## src/rtl/gen_fip_sign_mac.sv

```systemverilog
// gen_fip_sign_mac
// Two-stage signed fixed-point multiply-accumulate. Stage 1 registers the
// exact product of each operand pair. Stage 2 adds it into a saturating
// accumulator. The last pair of a vector produces a one-cycle done pulse
// with the saturated dot product, a sticky overflow flag and the element count.
//
// Ports
//   clk          system clock, rising edge
//   rst          asynchronous active-high reset, clears all state
//   sw_rst       synchronous soft reset, same effect as rst, highest priority
//   i_start_pls  operand pair (and i_last) valid this cycle
//   i_num1       signed Q(IN_INT_W.IN_FRACT_W) operand
//   i_num2       signed Q(IN_INT_W.IN_FRACT_W) operand
//   i_last       pair is the final element of its vector
//   o_done_pls   one-cycle pulse, result outputs updated
//   o_res        saturated dot product, Q(ACC_INT_W.2*IN_FRACT_W)
//   o_ovf        a saturation occurred somewhere in the reported vector
//   o_cnt        element count of the reported vector, saturating
//
// Flow control: there is no back-pressure. A pair is taken in every cycle
// i_start_pls is high. o_done_pls is a pure pulse with no acknowledge, and
// the result outputs hold until the next pulse.
module gen_fip_sign_mac #(
    parameter int IN_INT_W   = 1,
    parameter int IN_FRACT_W = 5,
    parameter int ACC_INT_W  = 4,
    parameter int CNT_W      = 8
) (
    input  logic                                       clk,
    input  logic                                       rst,
    input  logic                                       sw_rst,
    input  logic                                       i_start_pls,
    input  logic [IN_INT_W+IN_FRACT_W-1:0]             i_num1,
    input  logic [IN_INT_W+IN_FRACT_W-1:0]             i_num2,
    input  logic                                       i_last,
    output logic                                       o_done_pls,
    output logic [ACC_INT_W+2*IN_FRACT_W-1:0]          o_res,
    output logic                                       o_ovf,
    output logic [CNT_W-1:0]                           o_cnt
);

    localparam int IN_W   = IN_INT_W + IN_FRACT_W;
    localparam int PROD_W = 2 * IN_W;
    localparam int ACC_W  = ACC_INT_W + 2 * IN_FRACT_W;

    typedef enum logic {
        IDLE = 1'b0,
        ACC  = 1'b1
    } state_t;

    state_t                    state, state_nxt;

    // Stage 1 registers
    logic signed [PROD_W-1:0]  p_prod;
    logic                      p_vld;
    logic                      p_last;

    // Stage 2 registers and next values
    logic signed [ACC_W-1:0]   acc, acc_nxt;
    logic [CNT_W-1:0]          cnt, cnt_nxt;
    logic                      ovf_sticky, ovf_sticky_nxt;
    logic                      done_nxt;
    logic [ACC_W-1:0]          res_nxt;
    logic                      ovf_out_nxt;
    logic [CNT_W-1:0]          cnt_out_nxt;

    // Datapath
    logic signed [ACC_W:0]     acc_ext;
    logic signed [ACC_W:0]     prod_ext;
    logic signed [ACC_W:0]     sum;
    logic                      elem_ovf;
    logic [ACC_W-1:0]          sum_sat;
    logic [CNT_W-1:0]          cnt_inc;

    // Stage 1: exact product. ACC_W >= PROD_W, so no precision is lost later.
    always_ff @(posedge clk or posedge rst) begin
        if (rst) begin
            p_prod <= '0;
            p_vld  <= 1'b0;
            p_last <= 1'b0;
        end else if (sw_rst) begin
            p_prod <= '0;
            p_vld  <= 1'b0;
            p_last <= 1'b0;
        end else begin
            p_vld <= i_start_pls;
            if (i_start_pls) begin
                p_prod <= $signed(i_num1) * $signed(i_num2);
                p_last <= i_last;
            end
        end
    end

    // One guard bit above the accumulator is enough: the sum of two ACC_W
    // values always fits in ACC_W+1 bits. Overflow shows as a mismatch
    // between the guard bit and the accumulator sign bit.
    always_comb begin
        acc_ext  = (state == IDLE) ? '0 : {acc[ACC_W-1], acc};
        prod_ext = {{(ACC_W + 1 - PROD_W){p_prod[PROD_W-1]}}, p_prod};
        sum      = acc_ext + prod_ext;
        elem_ovf = sum[ACC_W] ^ sum[ACC_W-1];
        if (!elem_ovf)
            sum_sat = sum[ACC_W-1:0];
        else if (sum[ACC_W])
            sum_sat = {1'b1, {(ACC_W-1){1'b0}}};
        else
            sum_sat = {1'b0, {(ACC_W-1){1'b1}}};
        if (state == IDLE)
            cnt_inc = CNT_W'(1);
        else if (&cnt)
            cnt_inc = cnt;
        else
            cnt_inc = cnt + CNT_W'(1);
    end

    // Stage 2 next-state and output logic
    always_comb begin
        state_nxt      = state;
        acc_nxt        = acc;
        cnt_nxt        = cnt;
        ovf_sticky_nxt = ovf_sticky;
        done_nxt       = 1'b0;
        res_nxt        = o_res;
        ovf_out_nxt    = o_ovf;
        cnt_out_nxt    = o_cnt;
        if (p_vld) begin
            if (!p_last) begin
                acc_nxt        = sum_sat;
                cnt_nxt        = cnt_inc;
                ovf_sticky_nxt = ovf_sticky | elem_ovf;
                state_nxt      = ACC;
            end else begin
                res_nxt        = sum_sat;
                ovf_out_nxt    = ovf_sticky | elem_ovf;
                cnt_out_nxt    = cnt_inc;
                done_nxt       = 1'b1;
                acc_nxt        = '0;
                cnt_nxt        = '0;
                ovf_sticky_nxt = 1'b0;
                state_nxt      = IDLE;
            end
        end
    end

    always_ff @(posedge clk or posedge rst) begin
        if (rst) begin
            state      <= IDLE;
            acc        <= '0;
            cnt        <= '0;
            ovf_sticky <= 1'b0;
            o_done_pls <= 1'b0;
            o_res      <= '0;
            o_ovf      <= 1'b0;
            o_cnt      <= '0;
        end else if (sw_rst) begin
            state      <= IDLE;
            acc        <= '0;
            cnt        <= '0;
            ovf_sticky <= 1'b0;
            o_done_pls <= 1'b0;
            o_res      <= '0;
            o_ovf      <= 1'b0;
            o_cnt      <= '0;
        end else begin
            state      <= state_nxt;
            acc        <= acc_nxt;
            cnt        <= cnt_nxt;
            ovf_sticky <= ovf_sticky_nxt;
            o_done_pls <= done_nxt;
            o_res      <= res_nxt;
            o_ovf      <= ovf_out_nxt;
            o_cnt      <= cnt_out_nxt;
        end
    end

endmodule

```

## config.mk

```make
export PLATFORM = sky130hd
export DESIGN_NAME = gen_fip_sign_mac
export DESIGN_NICKNAME = d
export VERILOG_FILES = /design/src/rtl/gen_fip_sign_mac.sv
export SDC_FILE = /design/constraint.sdc
export NUM_CORES = 1
export LEC_CHECK = 0
export ABC_AREA = 1
export ABC_CLOCK_PERIOD_IN_PS = 4670
export BUFFER_PORTS_ARGS = -buffer_cell sky130_fd_sc_hd__buf_2
export CAP_MARGIN = 20
export CORE_MARGIN = 1.5
export CORE_UTILIZATION = 38
export CTS_CLUSTER_SIZE = 8
export DETAILED_ROUTE_END_ITERATION = 10
export GPL_TIMING_DRIVEN = 0
export HOLD_SLACK_MARGIN = 0.1
export PLACE_DENSITY = 0.66
export SLEW_MARGIN = 5
export SYNTH_ARGS = -nofsm -noshare
export SYNTH_HDL_FRONTEND = slang
export SYNTH_SLANG_ARGS = --single-unit
```

## constraint.sdc

```tcl
create_clock -name clk -period 4.67 [get_ports clk]
set_input_delay 0.7005 -clock clk [delete_from_list [all_inputs] [get_ports clk]]
set_output_delay 0.7005 -clock clk [all_outputs]
set_load 0.02 [all_outputs]
```

# After elaboration in Yosys (flattened, before gate mapping)
# Cells that the tools add are included.
word_totals:
  regBits: 62
  inputBits: 17
  out_inout_bits: 24
op_classes:
  addsub: 2
  mul: 1
  muxes: 34
  bitwise: 2
  reduce_logical: 5
ops:
  columns: ["cell", "count"]
  rows:
  - ["$mux 14", 8]
  - ["$mux 8", 8]
  - ["$mux 12", 2]
  - ["$add 15x12->15", 1]
  - ["$mux 1", 15]
  - ["$mux 15", 1]
  - ["$mul 6x6->12", 1]
  - ["$add 8x1->8 const B", 1]
  - ["$reduce_and 8->1", 1]
  - ["$reduce_bool 2->1", 3]
  - ["$reduce_and 2->1", 1]
  - ["$or 1x1->1", 1]
  - ["$xor 1x1->1", 1]

# Logic depth before layout (Yosys ltp)
depth:
  ltp_word: 7
  depth_mapped: 19
  ltp_nobuf: 19

# Least setup slack after synthesis
# Ideal clock, no wire load.
synth_path:
  path_type: "input to register"
  from: "input i_num2[5]"
  to: "register p_prod[10]"
  setup_time_ns: 0.083
  arrival_ns: 4.438
  slack_ns: 0.150
  cell_stages: 17
  path_buffers: 0
  cell_sequence: "inv_1 -> or2_2 -> fa_1 -> fa_1 -> inv_1 -> fa_1 -> fa_1 -> fa_1 -> nand2_1 -> inv_1 -> o21ai_0 -> a21boi_0 -> nor2_1 -> nor2_1 -> o21ai_0 -> nand2_1 -> o21ai_0"
synth_between:
  elab_chain_len: 3
synth_lines:
  columns: ["item", "line_no", "text"]
  rows:
  - ["from (decl)", "34", "input logic [IN_INT_W+IN_FRACT_W-1:0] i_num2,"]
  - ["$mul 6x6->12", "88", "p_prod <= $signed(i_num1) * $signed(i_num2);"]
  - ["$mux 12", "87", "if (i_start_pls) begin"]
  - ["$mux 12", "81", "end else if (sw_rst) begin"]
  - ["to (signal assigned)", "88", null]
  - ["to (decl)", "54", "logic signed [PROD_W-1:0] p_prod;"]
# No other way between the ends. The select of a mux whose other input is x is not followed.
# A chain may end at the register's enable or synchronous reset.

# Final worst setup path
# Same ends and word-level chain as after synthesis.

==> impl_metrics.tcl <==
set metrics [dict create \
    maxSlewViolCount 0 \
    htreeDepth 3 \
    dp_hpwl_mm 7.84 \
    crit_arrival_ns 4.67 \
    synth-compound-area-share_pct 8.28 \
    synth_fp_nets 694 \
    clkLatencyLatePin_ns 0.33 \
    vias_per_cell 4.70 \
    maxCapViolCount 0 \
    finish.utilization_pct 45.2 \
    globalplace.congestion 0.840 \
    root_buffer "clkbuf_16" \
    synthArstFlopShare_pct 100 \
    path_max_fanout 6 \
    coreArea_sq_um 12100 \
    start_util_pct 39.0 \
    end_kind "flip-flop" \
    yosysWarnings 0 \
    power_leakage_nw 3.23 \
    nNetsFinal 746 \
    die_w_microns 114 \
    die_y_microns 114 \
    syn_inst 614 \
    detail-route-antenna-nets 0 \
    min_path_type "in2async" \
    wl_mm 9.90 \
    grt.total_usage_pct 16.6 \
    syn_to_final_growth_pct 16.0 \
    synth-xor-area-share_pct 2.98 \
    fin_ws_ns 0.255 \
    dpl-instance-area_sq_um 5130 \
    die-area_sq_um 13000 \
    rows 40 \
    portBuffers 40 \
    synth-main-ff-cell "dfrtp_1" \
    grt_pass1_vias 3898 \
    synthMuxAreaShare_pct 0 \
    antenna_found_initial 0 \
    worstRegToRegCells 14 \
    synthSimpleGateAreaFrac_pct 25.1 \
    postCtsSetupRepairBufs 0 \
    relSlewSlack_pct 61.8 \
    drive_gt1_share_pct 10.1 \
    internal_power_mw 1.37 \
    setup_viol_count_final 0 \
    numCtsBuffers 9 \
    grt_pass1_wl_mm 17.4 \
    clk_path_buf_depth 2 \
    post-route-drc-count 0 \
    synth_fa_ha_area_share_pct 21.1 \
    fin_skew_ns 0.00402 \
    syn_area_sq_um 4700 \
    cts_tree "yes" \
    synth_cell_types 30 \
    instances_no_fill 838 \
    worst_slew_pin_slew_ns 0.573 \
    worstPathRequired_ns 4.92 \
    dr.first_iter.drc_count 150 \
    hold_violations 0 \
    p_seq_share_pct 29.9 \
    avgRoutedWirePerCell_microns 11.8 \
    crit_path_end "p_prod[10]" \
    pre_cts_ws_ns -0.251 \
    post-route-period-util_pct 94.5 \
    switchingPower_mw 0.737 \
    regToRegSetupSlack_ns 1.93 \
    clock.fmax_mhz 226 \
    power_frac_comb_pct 36.1 \
    switching_share_pct 35.0 \
    dr.pass1.iters 5 \
    syn_avg_cell_area_sq_um 7.65 \
    grt_max_degree 39 \
    start_kind "input pin" \
    clkSinkCount 62 \
    worstSetupPathType "in2reg" \
    power_density_nw_per_um2 386 \
    antenna_cells 0 \
    synth_edf_count 0 \
    ys_seq_area_share_pct 33.0 \
    synth_top_family_by_area "simple AND/OR/NAND/NOR gates" \
    grt_setup_unrepaired "no" \
    startpoint "i_num2[5]" \
    synth_seq_cells 62 \
    dp.cells 823 \
    final_cell_area_sq_um 5450 \
    period_minus_slack_ns 4.42 \
    timing.rr.end "o_res[7]" \
    io-pin-count 41 \
    overflow 0 \
    vdd_ir_drop_max_mv 0.159 \
    power_mw 2.10 \
    outcome "completed" \
    clockPowerShare_pct 34.0 \
    clk_pin_slew_ns 0.05 \
    fillers 1185 \
    num_vias 3939 \
    timing.rr.start "state" \
]
==> synth_stat cells, drive strengths merged, types with 9 or more instances <==
master / number / area [sq um]
xnor2: 9 / 78.8
clkbuf: 9 / 33.8
nand3: 46 / 245
inv: 104 / 390
o21ai: 28 / 140
nand2: 205 / 772
dfrtp: 62 / 1550
fa: 27 / 541
nor2: 31 / 116
a21oi: 16 / 80.1
ha: 36 / 450
==> cells in the final DEF, fill, tap and decap left out, drive strengths merged, types with 3 or more instances in the layout <==
cell and n:
nand2 205, inv 104, dfrtp 62, nand3 46, buf 45, ha 36, nor2 31, o21ai 28
fa 27, clkbuf 20, a21oi 16, xnor2 9, xor2 7, o22ai 7, a22o 6, nor3 4
o211ai 3, nand4 3
==> metal layers <==
| metal | vias up | GRT usage (%) | part of all wire (%) |
|---|---|---|---|
| li1 | 2025 | - | - |
| met1 | 1819 | 22.0 | 49 |
| met2 | 82 | 27.3 | 47 |
| met3 | 13 | 1.91 | 3.0 |
| met4 | 0 | 7.67 | 1.8 |
| met5 | - | 0 | 0 |
==> critical path: stages <==
cell      delay, ns
buf_2          0.11
inv_1          0.11
or2_2          0.31
fa_1           0.50
fa_1           0.54
inv_1          0.05
fa_1           0.50
fa_1           0.54
fa_1           0.45
nand2_1        0.10
inv_1          0.04
o21ai_1        0.15
a21boi_1       0.11
nor2_1         0.09
nor2_1         0.06
o21ai_1        0.13
nand2_1        0.07
o21ai_1        0.12
==> final cells by class <==
type / instances / area, sq um / share of cell area [%]
multi-input combinational: 435 / 2700 / 49.5
sequential: 62 / 1550 / 28.5
inverter: 104 / 390 / 7.16
clock buffer: 11 / 253 / 4.64
timing repair buffer: 41 / 220 / 4.04
tap: 168 / 210 / 3.85
clock inverter: 4 / 70.1 / 1.28
buffer: 13 / 58.8 / 1.08
==> what timing repair did <==
item                                    4_1_cts  5_1_grt
hold buffers                                  0        0
resized for setup                             0        4
endpoints found under the setup margin        0        1
==> registers in the layout, summed over array words and instances, names as in the netlist <==
register	count
state	1
ovf_sticky	1
p_last	1
p_vld	1
o_done_pls	1
o_res	14
cnt	8
p_prod	12
acc	14
o_cnt	8
o_ovf	1
==> worst min-delay path by stage <==
stage / from / end / slack, ns / cells after the start
after detailed placement: o_res[11] / o_res[11] / 0.46 / 2
after floorplan: acc[2] / acc[2] / 0.45 / 2
after global placement: o_res[6] / o_res[6] / 0.46 / 2
after CTS: rst / o_res[2] / 0.43 / 2
final: rst / acc[7] / 0.41 / 2
after global routing: rst / o_res[2] / 0.47 / 2
==> cells by family after synthesis <==
logic type / Yosys count
compound gates: 66
flops: 62
simple gates: 290
xor+xnor: 16
buf+inv: 117
fa+ha+maj: 63
==> power by group through the flow <==
stage                     combinational [mW]  sequential (mW)  clock [mW]
after CTS                              0.765            0.629       0.723
after detailed placement               0.753            0.636           0
final                                  0.760            0.630       0.715
after global placement                 0.739            0.635           0
after global routing                   0.883            0.636       0.748
after floorplan                        0.585            0.630           0
==> stage by stage <==
| stage | setup TNS [ns] | hold slack, ns |
|---|---|---|
| 3_3_place_gp | -0.185 | 0.457 |
| 2_1_floorplan | 0 | 0.449 |
| 4_1_cts | 0 | 0.433 |
| 3_5_place_dp | -0.251 | 0.462 |
| 5_1_grt | 0 | 0.473 |
| 6_report | 0 | 0.410 |
Power figures use the tool's default switching activity.
